## src/rtl/iomem_arbiter.sv

```systemverilog
// iomem_arbiter: two-master round-robin arbiter for the iomem valid/ready bus.
// It holds the grant for one full transaction, and a watchdog ends a slave that never answers.
module iomem_arbiter #(
  parameter int          TIMEOUT_CYCLES = 255,
  parameter logic [31:0] TIMEOUT_RDATA  = 32'hDEADBEEF
) (
  input  logic        CLK,
  input  logic        resetn,
  input  logic        m0_valid,
  output logic        m0_ready,
  input  logic [3:0]  m0_wstrb,
  input  logic [31:0] m0_addr,
  input  logic [31:0] m0_wdata,
  output logic [31:0] m0_rdata,
  input  logic        m1_valid,
  output logic        m1_ready,
  input  logic [3:0]  m1_wstrb,
  input  logic [31:0] m1_addr,
  input  logic [31:0] m1_wdata,
  output logic [31:0] m1_rdata,
  output logic        s_valid,
  input  logic        s_ready,
  output logic [3:0]  s_wstrb,
  output logic [31:0] s_addr,
  output logic [31:0] s_wdata,
  input  logic [31:0] s_rdata,
  output logic        grant,
  output logic        busy,
  output logic        timeout
);
  localparam int CW = $clog2(TIMEOUT_CYCLES + 1);
  typedef enum logic [1:0] {IDLE, REQ, RESP} state_t;
  state_t state, state_nx;
  logic [CW-1:0] cnt;
  logic last_grant, to_hit, pick, fire, done, start;
  assign start = state == IDLE && (m0_valid || m1_valid);
  assign pick = (m0_valid && m1_valid) ? !last_grant : m1_valid;
  // s_ready has priority over the watchdog on the final cycle
  assign fire = state == REQ && !s_ready && cnt == CW'(TIMEOUT_CYCLES - 1);
  assign done = state == REQ && s_ready;
  assign s_valid = state == REQ;
  assign busy = state != IDLE;
  assign m0_ready = state == RESP && !grant;
  assign m1_ready = state == RESP && grant;
  assign timeout = state == RESP && to_hit;
  always_comb begin
    state_nx = state;
    state_nx = state == IDLE ? (start ? REQ : IDLE) :
               state == REQ  ? ((done || fire) ? RESP : REQ) : IDLE;
  end
  always_ff @(posedge CLK) begin
    if (!resetn) begin
      state <= IDLE;
      last_grant <= 1'b1;
      grant <= 1'b0;
      cnt <= '0;
      to_hit <= 1'b0;
      s_addr <= '0;
      s_wdata <= '0;
      s_wstrb <= '0;
      m0_rdata <= '0;
      m1_rdata <= '0;
    end else begin
      state <= state_nx;
      if (start) begin
        grant <= pick;
        last_grant <= pick;
        s_addr <= pick ? m1_addr : m0_addr;
        s_wdata <= pick ? m1_wdata : m0_wdata;
        s_wstrb <= pick ? m1_wstrb : m0_wstrb;
      end
      if (state == REQ) begin
        cnt <= fire ? cnt : cnt + 1'b1;
        to_hit <= fire;
      end
      if (state == RESP) cnt <= '0;
      if ((done || fire) && !grant) m0_rdata <= done ? s_rdata : TIMEOUT_RDATA;
      if ((done || fire) && grant) m1_rdata <= done ? s_rdata : TIMEOUT_RDATA;
    end
  end
endmodule

```

## config.mk

```make
export PLATFORM = sky130hd
export DESIGN_NAME = iomem_arbiter
export DESIGN_NICKNAME = d
export VERILOG_FILES = /design/src/rtl/iomem_arbiter.sv
export SDC_FILE = /design/constraint.sdc
export NUM_CORES = 1
export LEC_CHECK = 0
export CAP_MARGIN = 0
export CORE_AREA = 3 3 140 101
export CTS_BUF_LIST = sky130_fd_sc_hd__clkbuf_4 sky130_fd_sc_hd__clkbuf_8 sky130_fd_sc_hd__clkbuf_16
export CTS_CLUSTER_SIZE = 30
export DETAILED_ROUTE_END_ITERATION = 8
export DIE_AREA = 0 0 143 104
export DONT_BUFFER_PORTS = 1
export GPL_ROUTABILITY_DRIVEN = 0
export PLACE_DENSITY = 0.71
export SETUP_SLACK_MARGIN = 0.05
export SLEW_MARGIN = 5
export SYNTH_ARGS = -nofsm -noshare
export SYNTH_HDL_FRONTEND = slang
export SYNTH_SLANG_ARGS = --single-unit
```

## constraint.sdc

```tcl
create_clock -name CLK -period 1.5 [get_ports CLK]
set_input_delay 0.225 -clock CLK [delete_from_list [all_inputs] [get_ports CLK]]
set_output_delay 0.225 -clock CLK [all_outputs]
set_load 0.005 [all_outputs]
```

==> results of run 1 <==
-- per-stage QoR --
stage               setup TNS, ns  cell area, µm²  utilization  setup slack, ns  total power (µW)
floorplan                  -0.902            5870            -          -0.0211              5300
global placement           -11.87            6130        0.471           -0.260              5510
global route               -14.75            8320        0.640           -0.177             10900
finish                      -7.75            8320        0.640           -0.121             10500
detailed placement         -19.59            6130        0.471           -0.323              5570
CTS                         -4.95            7720        0.593           -0.102             10200
-- kinds of logic after synthesis --
| logic type | Yosys count | synth area share |
|---|---|---|
| compound gates | 150 | 0.219 |
| xor+xnor | 2 | 0.00303 |
| fa+ha+maj | 2 | 0.00433 |
| buf+inv | 54 | 0.0528 |
| mux | 69 | 0.119 |
| flops | 145 | 0.502 |
| simple gates | 132 | 0.0995 |
-- critical path, delay by kind of cell (launching register included) --
kind,cells,cell delay [ns]
buffers and inverters,3,0.38
AO/OA/AOI/OAI,2,0.40
AND/OR/NAND/NOR,2,0.23
flip-flops,1,0.33
adder cells (fa/ha/maj),1,0.15
-- cells in the final DEF, fill, tap and decap left out, types with 2 or more instances in the layout --
| cell | n |
|---|---|
| sky130_fd_sc_hd__inv_8 | 3 |
| sky130_fd_sc_hd__nor2_1 | 46 |
| sky130_fd_sc_hd__and3_4 | 2 |
| sky130_fd_sc_hd__nor2_2 | 27 |
| sky130_fd_sc_hd__inv_6 | 6 |
| sky130_fd_sc_hd__dfxtp_2 | 6 |
| sky130_fd_sc_hd__or4_1 | 2 |
| sky130_fd_sc_hd__a21oi_2 | 3 |
| sky130_fd_sc_hd__dfxtp_1 | 139 |
| sky130_fd_sc_hd__a21oi_1 | 4 |
| sky130_fd_sc_hd__o221a_4 | 26 |
| sky130_fd_sc_hd__clkinvlp_4 | 2 |
| sky130_fd_sc_hd__nand2_1 | 22 |
| sky130_fd_sc_hd__nor3_1 | 2 |
| sky130_fd_sc_hd__o21ai_0 | 4 |
| sky130_fd_sc_hd__buf_16 | 3 |
| sky130_fd_sc_hd__o221a_2 | 22 |
| sky130_fd_sc_hd__buf_8 | 8 |
| sky130_fd_sc_hd__clkbuf_16 | 23 |
| sky130_fd_sc_hd__nor2_4 | 10 |
| sky130_fd_sc_hd__buf_12 | 11 |
| sky130_fd_sc_hd__mux2i_1 | 69 |
| sky130_fd_sc_hd__clkinv_4 | 2 |
| sky130_fd_sc_hd__or3_1 | 2 |
| sky130_fd_sc_hd__nand2b_4 | 2 |
| sky130_fd_sc_hd__nand3_1 | 12 |
| sky130_fd_sc_hd__a211oi_2 | 38 |
| sky130_fd_sc_hd__buf_4 | 36 |
| sky130_fd_sc_hd__inv_2 | 2 |
| sky130_fd_sc_hd__o22ai_2 | 15 |
| sky130_fd_sc_hd__and2_4 | 2 |
| sky130_fd_sc_hd__dlygate4sd3_1 | 17 |
| sky130_fd_sc_hd__a211oi_1 | 30 |
| sky130_fd_sc_hd__buf_6 | 23 |
-- cell usage after synthesis, types with 2 or more instances --
library cell	count	share of area
sky130_fd_sc_hd__a211oi_1	68	0.088
sky130_fd_sc_hd__o22ai_1	16	0.017
sky130_fd_sc_hd__nand2_1	22	0.014
sky130_fd_sc_hd__o221a_2	48	0.093
sky130_fd_sc_hd__ha_1	2	0.0043
sky130_fd_sc_hd__o21ai_0	5	0.0043
sky130_fd_sc_hd__inv_1	2	0.0013
sky130_fd_sc_hd__and2_1	2	0.0022
sky130_fd_sc_hd__buf_4	6	0.0078
sky130_fd_sc_hd__nor3_1	2	0.0017
sky130_fd_sc_hd__and3_1	2	0.0022
sky130_fd_sc_hd__nand3_1	12	0.010
sky130_fd_sc_hd__buf_6	7	0.014
sky130_fd_sc_hd__nor2_2	3	0.0032
sky130_fd_sc_hd__buf_2	18	0.016
sky130_fd_sc_hd__mux2i_1	69	0.12
sky130_fd_sc_hd__nor2_1	76	0.049
sky130_fd_sc_hd__or3_1	3	0.0032
sky130_fd_sc_hd__or4_1	2	0.0026
sky130_fd_sc_hd__clkbuf_1	19	0.012
sky130_fd_sc_hd__nand2b_1	2	0.0022
sky130_fd_sc_hd__a21oi_1	7	0.0061
sky130_fd_sc_hd__dfxtp_1	145	0.50
-- per-layer routing --
metal | global-route usage | routed length [µm] | up-vias | share of wire
met3 | 0.0767 | 1420 | 33 | 0.074
met5 | 0 | 0 | - | 0
met4 | 0.0658 | 367 | 0 | 0.019
met2 | 0.398 | 10100 | 220 | 0.53
li1 | - | - | 2254 | -
met1 | 0.274 | 7330 | 2484 | 0.38
-- worst paths after layout --
| check | from | endpoint |
|---|---|---|
| worst max-delay path | cnt[0] | m0_rdata[28] |
| worst min-delay path | resetn | last_grant |
| worst max register to register | cnt[0] | m0_rdata[28] |
| worst min register to register | to_hit | to_hit |
-- registers in the layout (all words and copies together) (netlist names) --
name        cells
last_grant      1
m1_rdata       32
state           2
m0_rdata       32
s_wdata        32
cnt             8
s_wstrb         4
to_hit          1
grant           1
s_addr         32
-- power by group through the flow --
stage                     Combinational (µW)  Sequential [µW]  Clock [µW]
after detailed placement                1060             4510           0
after CTS                               1510             4440        4230
after floorplan                          876             4420           0
final                                   1830             4460        4170
after global routing                    1960             4480        4430
after global placement                  1010             4500           0
-- what timing repair did --
action | CTS | global route
endpoints found under the setup margin | 141 | 146
resized for setup | 87 | 100
endpoints found under the hold margin | 66 | 50
pin swaps | 37 | 51
cloned | 9 | 7
setup buffers | 26 | 12
-- final cells by class --
class	count	area, µm²
clock buffer	17	425
clock inverter	15	161
fill	953	4680
inverter	4	20.0
multi-input combinational	359	3330
sequential	145	2910
tap	166	208
timing repair buffer	104	1270
==> flow_metrics.py, run 1 <==
metrics = {
    "floorplan": {
        "chipWidth_um": 143,
        "design.die.area_mm2": 0.0149,
        "floorplan.die.height_um": 104,
        "fp-row-count": 35,
        "ios": 311,
        "initial_core_util": 0.445,
        "fp.coreArea_mm2": 0.0130,
    },
    "cts": {
        "max-clock-path-buffers": 2,
        "cts.htree.levels": 4,
        "insertion_delay_ns": 0.42,
        "cts.sink_count": 145,
        "clockRootBuffer": "sky130_fd_sc_hd__clkbuf_16",
        "worst_setup_hold_path_clk_slew_ns": 0.06,
        "clock_buffer_count_from_cts": 17,
        "tritoncts_clock_tree": "built",
        "post_cts_hold_buffer_count": 17,
    },
    "worst_setup_path": {
        "cp_cell_sequence": "inv_2, ha_4, and3_4, a31oi_4, buf_12, nor2_4, buf_12, o221a_4",
        "crit_top_cell": "sky130_fd_sc_hd__buf_12",
        "worst-setup-path-type": "flip-flop to flip-flop",
        "critical-path-max-stage-delay_ns": 0.33,
        "timing.critical_path.required_ns": 1.80,
        "timing.critical_path.fanout_max": 8,
        "rr_worst_depth": 8,
        "crit_path_end_kind": "flip-flop",
        "critical_path.startpoint_type": "flip-flop",
        "ff2ff_setup_slack_ns": -0.12,
        "timing.critical_path.slowest_stage_cell": "sky130_fd_sc_hd__dfxtp_2",
        "arrival_worst_endpoint_ns": 1.92,
    },
    "sta": {
        "worst_hold_slack_ns": -0.0768,
        "rsz0062_at_grt": "yes",
        "hold_viol_final": 47,
        "tightestPinTransition_ns": 0.407,
        "timing.slew.headroom": 0.729,
        "finalCritPeriodShare": 1.08,
        "finalClockSkew_ns": 0.0125,
        "fin_ws_ns": -0.121,
        "fmaxAchievable_mhz": 617,
        "final_period_minus_worst_setup_slack_ns": 1.62,
        "finalSetupViolCount": 124,
        "timing.final.max_slew_violations": 0,
    },
    "power": {
        "p_seq_frac": 0.426,
        "leakage_uw": 0.00321,
        "switching_share": 0.283,
        "power.ir.vdd_worst_mv": 0.703,
        "cell_internal_pwr_uw": 7500,
        "total_switching_power_uw": 2950,
        "combPwrFrac": 0.175,
        "pd_cells_mw_per_mm2": 1260,
        "share_clk_of_total_power": 0.399,
    },
    "drt": {
        "drt-wirelength-per-cell_um": 23.8,
        "drc": 0,
        "routed_via_density": 6.16,
        "num_vias": 4991,
        "postRouteWirelength_um": 19300,
        "detail_route.iter0.violations": 289,
        "antenna_violating_nets_post_route": 0,
        "detail_route.first_pass.iterations": 4,
    },
    "yosys": {
        "synth_edf_count": 0,
        "synthesis.instances": 554,
        "yosys_warnings": 0,
        "yosys_most_used_dff": "sky130_fd_sc_hd__dfxtp_1",
        "postSynth.asyncResetShare": 0,
        "syn_nets": 729,
        "synth.ff_latch_count": 145,
        "mappedNetlistArea_mm2": 0.00578,
        "synth.distinct_cells": 39,
        "yosysSeqAreaShare": 0.502,
        "syn_area_per_cell_um2": 10.4,
    },
    "global_routing": {
        "grt_usage": 0.231,
        "grt_pass1_wl_um": 27300,
        "pin_count_of_the_biggest_net_entering_global_routing": 77,
        "grt_pass1_vias": 4951,
        "antenna_found_initial": 0,
        "global_route.overflow_total": 0,
    },
    "placement": {
        "dp.cells": 711,
        "port_buffers": 0,
        "hpwl_um": 11500,
    },
    "run": {
        "max_cap_viol_count": 0,
    },
    "worst_hold_path": {
        "hp-class": "input port to flip-flop",
        "hold-path-cell-count": 1,
    },
    "run_status": {
        "status": "finished with violations",
        "failing_checks": "hold timing, setup timing",
    },
    "final_layout": {
        "design.final.nets": 806,
        "final_layout_size_suffix_gt1_frac": 0.441,
        "antenna_cells_inserted": 0,
        "instances_no_fill": 810,
        "flow.area_growth_from_synthesis_pct": 43.9,
    },
}
(Power assumes the default switching activity.)
==> run 2: changes to the inputs <==
==> constraint.sdc (replaced) <==
create_clock -name CLK -period 1.46 [get_ports CLK]
set_input_delay 0.219 -clock CLK [delete_from_list [all_inputs] [get_ports CLK]]
set_output_delay 0.219 -clock CLK [all_outputs]
set_load 0.005 [all_outputs]
==> run 2 against run 1 <==
  * The run ends with setup timing left
  * Power up 8.6%
  * Clock-buffer cell count stayed put
  * Clock power increased by 8.9%
==> flow_metrics.py, run 2 (same netlist as run 1, synthesis figures left out) <==
metrics = {
    "run_status": {
        "status": "finished with violations",
        "failing_checks": "setup timing",
    },
    "final_layout": {
        "antenna_cells_inserted": 0,
        "final_layout_size_suffix_gt1_frac": 0.503,
        "most_common_library_cell_in_the_layout_ignoring_fill_and_taps": "sky130_fd_sc_hd__dfxtp_1",
        "instances_no_fill": 844,
        "design.final.nets": 840,
        "flow.area_growth_from_synthesis_pct": 53.2,
        "highest_count_cells_in_the_layout_ignoring_fill_and_taps": "138 x sky130_fd_sc_hd__dfxtp_1, 69 x sky130_fd_sc_hd__mux2i_1, 65 x sky130_fd_sc_hd__a211oi_2",
        "postLayoutCoreUtil": 0.681,
        "design_area_mm2": 0.00886,
        "n_fill_cell": 885,
    },
    "floorplan": {
        "design.die.area_mm2": 0.0149,
        "fp.coreArea_mm2": 0.0130,
        "chipWidth_um": 143,
        "ios": 311,
        "initial_core_util": 0.445,
        "fp-row-count": 35,
        "floorplan.die.height_um": 104,
    },
    "drt": {
        "antenna_violating_nets_post_route": 0,
        "drc": 0,
        "num_vias": 5174,
        "detail_route.first_pass.iterations": 5,
        "routed_via_density": 6.13,
        "postRouteWirelength_um": 20200,
        "detail_route.iter0.violations": 404,
        "drt-wirelength-per-cell_um": 23.9,
    },
    "global_routing": {
        "antenna_found_initial": 0,
        "pin_count_of_the_biggest_net_entering_global_routing": 56,
        "global_route.overflow_total": 0,
        "grt_pass1_vias": 4902,
        "grt_pass1_wl_um": 27000,
        "grt_usage": 0.228,
    },
    "sta": {
        "final_period_minus_worst_setup_slack_ns": 1.68,
        "timing.final.max_slew_violations": 0,
        "worst_hold_slack_ns": 0.0247,
        "finalSetupViolCount": 142,
        "rsz0062_at_grt": "yes",
        "hold_viol_final": 0,
        "tightestPinTransition_ns": 0.399,
        "fmaxAchievable_mhz": 596,
        "fin_ws_ns": -0.218,
        "finalClockSkew_ns": 0.0124,
        "finalCritPeriodShare": 1.15,
        "timing.slew.headroom": 0.733,
    },
    "cts": {
        "worst_setup_hold_path_clk_slew_ns": 0.07,
        "clock_buffer_count_from_cts": 17,
        "tritoncts_clock_tree": "built",
        "insertion_delay_ns": 0.42,
        "cts.sink_count": 145,
        "clockRootBuffer": "sky130_fd_sc_hd__clkbuf_16",
        "cts.htree.levels": 4,
        "max-clock-path-buffers": 2,
    },
    "placement": {
        "port_buffers": 0,
        "hpwl_um": 11600,
        "dp.cells": 717,
        "cell_area_reported_after_detailed_placement_mm2": 0.00618,
    },
    "power": {
        "leakage_uw": 0.00337,
        "power.ir.vdd_worst_mv": 0.873,
        "pd_cells_mw_per_mm2": 1280,
    },
    "worst_hold_path": {
        "min-delay-start": "s_ready",
        "hold-path-endpoint": "m1_rdata[29]",
        "hold-path-cell-count": 2,
        "hp-class": "input port to flip-flop",
    },
    "worst_setup_path": {
        "arrival_worst_endpoint_ns": 2.00,
        "timing.critical_path.required_ns": 1.78,
        "critical_path.startpoint_type": "flip-flop",
        "ff2ff_setup_slack_ns": -0.22,
        "crit_path_end_kind": "flip-flop",
        "rr_worst_depth": 8,
        "regToRegEndpoint": "s_wdata[6]",
        "timing.critical_path.fanout_max": 8,
        "r2r_start": "state[0]",
        "worst-setup-path-type": "flip-flop to flip-flop",
    },
    "run": {
        "max_cap_viol_count": 0,
    },
}
[run 2: changes by cell type in the layout (fill, tap and decap cells not counted), moves of 4 or more]
cell and change:
sky130_fd_sc_hd__nor2_2 +6, sky130_fd_sc_hd__buf_6 +4, sky130_fd_sc_hd__o22ai_2 -8, sky130_fd_sc_hd__clkbuf_16 +4
sky130_fd_sc_hd__buf_4 +4, sky130_fd_sc_hd__o22ai_1 +8, sky130_fd_sc_hd__o221a_4 -13, sky130_fd_sc_hd__a211oi_2 +27
sky130_fd_sc_hd__a211oi_1 -27, sky130_fd_sc_hd__nor2_4 +11, sky130_fd_sc_hd__nor2_1 -17, sky130_fd_sc_hd__dlygate4sd3_1 +21
sky130_fd_sc_hd__o221a_2 +13
[run 2: critical path, stage by stage, from the launching register on]
cell and delay [ns]:
sky130_fd_sc_hd__dfxtp_2 0.32, sky130_fd_sc_hd__buf_6 0.12, sky130_fd_sc_hd__or2_4 0.26, sky130_fd_sc_hd__nor2_4 0.14, sky130_fd_sc_hd__buf_12 0.14, sky130_fd_sc_hd__buf_12 0.14
sky130_fd_sc_hd__clkbuf_16 0.16, sky130_fd_sc_hd__nor2_1 0.07, sky130_fd_sc_hd__a211oi_2 0.22
[run 2: report_power, final]
| part | internal [µW] | switching (µW) | total, µW |
|---|---|---|---|
| logic | 1180 | 1030 | 2210 |
| registers | 4270 | 325 | 4600 |
| clock network | 2610 | 1930 | 4540 |
| total | 8060 | 3290 | 11400 |
[run 2: cell type report]
class	count	area, µm²	share of cell area
multi-input combinational	359	3430	0.387
sequential	145	2910	0.329
timing repair buffer	138	1680	0.189
clock buffer	17	425	0.0480
tap	166	208	0.0234
clock inverter	15	189	0.0213
inverter	4	20.0	0.00226
[run 2: how the worst max path moves through the flow]
stage / start / cells after the start / slack (ns) / to
detailed placement: cnt[0] / 7 / -0.35 / m0_rdata[4]
global route: state[0] / 8 / -0.25 / s_wdata[6]
floorplan: cnt[0] / 7 / -0.06 / m1_rdata[18]
global placement: cnt[0] / 7 / -0.30 / m1_rdata[29]
finish: state[0] / 8 / -0.22 / s_wdata[6]
CTS: state[1] / 8 / -0.1 / s_addr[24]
[run 2: through the flow]
step / total power (µW) / worst slack [ns] / TNS [ns]
final: 11400 / -0.218 / -14.26
after global routing: 11700 / -0.245 / -20.32
after CTS: 10600 / -0.0964 / -7.04
after detailed placement: 5730 / -0.347 / -21.40
after global placement: 5670 / -0.298 / -16.20
after floorplan: 5440 / -0.0611 / -2.66
[run 2: routing by layer]
metal  routed length (µm)  vias to the layer above  global-route usage  part of all wire
met5                    0                        -                   0                 0
met4                  332                        0              0.0692             0.016
met3                 1480                       31              0.0579             0.073
met2                10400                      252               0.391              0.52
met1                 7910                     2569               0.281              0.39
li1                     -                     2322                   -                 -
[run 2: repair_timing]
item | CTS | global route
endpoints found under the hold margin | 66 | 0
endpoints found under the setup margin | 143 | 146
gates resized for setup | 69 | 163
pin swaps | 43 | 56
hold buffers | 39 | 0
cloned | 7 | 10
buffers inserted | 15 | 27
==> run 3: changes to the inputs <==
--- a/config.mk
+++ b/config.mk
@@ -7,13 +7,12 @@
 export LEC_CHECK = 0
 export CAP_MARGIN = 0
 export CORE_AREA = 3 3 140 101
-export CTS_BUF_LIST = sky130_fd_sc_hd__clkbuf_4 sky130_fd_sc_hd__clkbuf_8 sky130_fd_sc_hd__clkbuf_16
 export CTS_CLUSTER_SIZE = 30
 export DETAILED_ROUTE_END_ITERATION = 8
 export DIE_AREA = 0 0 143 104
 export DONT_BUFFER_PORTS = 1
 export GPL_ROUTABILITY_DRIVEN = 0
-export PLACE_DENSITY = 0.71
+export PLACE_DENSITY = 0.69
 export SETUP_SLACK_MARGIN = 0.05
 export SLEW_MARGIN = 5
 export SYNTH_ARGS = -nofsm -noshare
==> constraint.sdc (replaced) <==
create_clock -name CLK -period 1.95 [get_ports CLK]
set_input_delay 0.2925 -clock CLK [delete_from_list [all_inputs] [get_ports CLK]]
set_output_delay 0.2925 -clock CLK [all_outputs]
set_load 0.005 [all_outputs]
==> run 3 against run 2 <==
  * The run now ends clean
  * Combinational power fell by 62%
  * Die area did not move
  * Critical path depth fell by 2
  * Global-route usage fell by 2.6 points
  * Largest cell class is now flip-flops and latches
  * Largest power group unchanged
==> flow_metrics.py, run 3 (same netlist as run 1, synthesis figures left out) <==
metrics = {
    "run_status": {
        "status": "finished clean",
    },
    "final_layout": {
        "final_layout_size_suffix_gt1_frac": 0.221,
        "most_common_library_cell_in_the_layout_ignoring_fill_and_taps": "sky130_fd_sc_hd__dfxtp_1",
        "antenna_cells_inserted": 0,
        "postLayoutCoreUtil": 0.514,
        "highest_count_cells_in_the_layout_ignoring_fill_and_taps": "145 x sky130_fd_sc_hd__dfxtp_1, 76 x sky130_fd_sc_hd__nor2_1, 69 x sky130_fd_sc_hd__mux2i_1",
        "flow.area_growth_from_synthesis_pct": 15.6,
        "design.final.nets": 738,
        "n_fill_cell": 1175,
        "design_area_mm2": 0.00669,
        "instances_no_fill": 741,
    },
    "cts": {
        "tritoncts_clock_tree": "built",
        "clock_buffer_count_from_cts": 17,
        "insertion_delay_ns": 0.41,
        "worst_setup_hold_path_clk_slew_ns": 0.06,
        "cts.sink_count": 145,
        "clockRootBuffer": "sky130_fd_sc_hd__clkbuf_16",
        "cts.htree.levels": 4,
        "max-clock-path-buffers": 2,
    },
    "power": {
        "switching_share": 0.263,
        "leakage_uw": 0.00256,
        "p_seq_frac": 0.469,
        "power.ir.vdd_worst_mv": 0.562,
        "combPwrFrac": 0.115,
        "cell_internal_pwr_uw": 5340,
        "total_switching_power_uw": 1900,
        "pd_cells_mw_per_mm2": 1080,
        "power.total_uw": 7240,
        "share_clk_of_total_power": 0.415,
    },
    "sta": {
        "finalCritPeriodShare": 0.942,
        "fmaxAchievable_mhz": 545,
        "finalClockSkew_ns": 0.0106,
        "hold_viol_final": 0,
        "timing.final.max_slew_violations": 0,
        "tightestPinTransition_ns": 0.488,
        "rsz0062_at_grt": "yes",
        "finalSetupViolCount": 0,
        "final_period_minus_worst_setup_slack_ns": 1.84,
        "timing.slew.headroom": 0.675,
    },
    "worst_hold_path": {
        "min-delay-start": "resetn",
        "hp-class": "input port to flip-flop",
    },
    "drt": {
        "num_vias": 4485,
        "antenna_violating_nets_post_route": 0,
        "detail_route.iter0.violations": 307,
        "detail_route.first_pass.iterations": 5,
        "drc": 0,
        "routed_via_density": 6.05,
        "drt-wirelength-per-cell_um": 21.5,
        "postRouteWirelength_um": 16000,
    },
    "worst_setup_path": {
        "r2r_start": "cnt[0]",
        "arrival_worst_endpoint_ns": 2.13,
        "critical_path.startpoint_type": "flip-flop",
        "ff2ff_setup_slack_ns": 0.11,
        "timing.critical_path.from": "cnt[0]",
        "crit_path_end_kind": "flip-flop",
        "timing.critical_path.fanout_max": 15,
        "worst-setup-path-type": "flip-flop to flip-flop",
        "timing.critical_path.required_ns": 2.25,
    },
    "global_routing": {
        "met3_usage": 0.0643,
        "global_route.usage.met1": 0.248,
        "antenna_found_initial": 0,
        "grt_pass1_wl_um": 24100,
        "pin_count_of_the_biggest_net_entering_global_routing": 77,
        "grt.busiest_layer": "met2",
        "global_route.overflow_total": 0,
        "grt_pass1_vias": 4409,
        "met2_capacity_usage_during_global_routing": 0.336,
        "grt_usage": 0.202,
    },
    "floorplan": {
        "floorplan.die.height_um": 104,
        "ios": 311,
        "fp-row-count": 35,
        "initial_core_util": 0.445,
        "design.die.area_mm2": 0.0149,
        "chipWidth_um": 143,
        "fp.coreArea_mm2": 0.0130,
    },
    "placement": {
        "dp.cells": 704,
        "cell_area_reported_after_detailed_placement_mm2": 0.00605,
        "port_buffers": 0,
        "hpwl_um": 11400,
    },
    "run": {
        "max_cap_viol_count": 0,
    },
}
[run 3: changes by cell type in the layout (fill, tap and decap cells not counted), sizes merged]
cell         delta
bufinv          -1
buf            -54
clkinvlp        +2
dlygate4sd3    -37
clkbuf          -8
nor2            -2
clkinv          +4
inv             -7
[run 3: worst paths after layout]
kind                                     end  cells after the start
worst min register to register   m1_rdata[8]                      2
worst min-delay path            m1_rdata[28]                      1
worst max register to register   m1_rdata[9]                      6
worst max-delay path             m1_rdata[9]                      6
[run 3: power groups by stage]
stage               logic (µW)  registers [µW]  clock network, µW
finish                     835            3400               3010
global route               930            3420               3210
CTS                        807            3400               3060
detailed placement         800            3470                  0
global placement           761            3460                  0
floorplan                  659            3400                  0
[run 3: worst max-delay path, cell delays in order, from the launching register on]
cell,delay [ns]
sky130_fd_sc_hd__dfxtp_1,0.33
sky130_fd_sc_hd__inv_1,0.06
sky130_fd_sc_hd__ha_1,0.21
sky130_fd_sc_hd__and3_1,0.21
sky130_fd_sc_hd__a31oi_4,0.41
sky130_fd_sc_hd__nor2_4,0.19
sky130_fd_sc_hd__o221a_2,0.32
[run 3: final cells by class]
type,count,area (µm²),area share
clock buffer,18,429,0.0642
clock inverter,13,115,0.0172
inverter,4,20.0,0.00299
multi-input combinational,357,2630,0.393
sequential,145,2900,0.434
tap,166,208,0.0311
timing repair buffer,38,380,0.0569
[run 3: per-layer routing]
layer	part of all wire	up-vias
met1	0.41	2155
met4	0.017	0
li1	-	2095
met5	0	-
met3	0.075	22
met2	0.50	213
[run 3: timing repair]
action / 4_1_cts / 5_1_grt
setup buffers: 0 / 2
pin swaps: 1 / 3
endpoints found under the setup margin: 64 / 62
cloned: 0 / 3
hold buffers: 1 / 0
endpoints found under the hold margin: 1 / 0
resized for setup: 2 / 3
[run 3: per-stage QoR]
stage / setup TNS [ns] / hold WS (ns) / setup slack [ns]
6_report: 0 / 0.0320 / 0.114
5_1_grt: 0 / 0.00173 / 0.0163
4_1_cts: 0 / 0.00989 / 0.0295
3_5_place_dp: -13.96 / 0.382 / -0.330
3_3_place_gp: -8.78 / 0.373 / -0.218
2_1_floorplan: 0 / 0.448 / 0.264
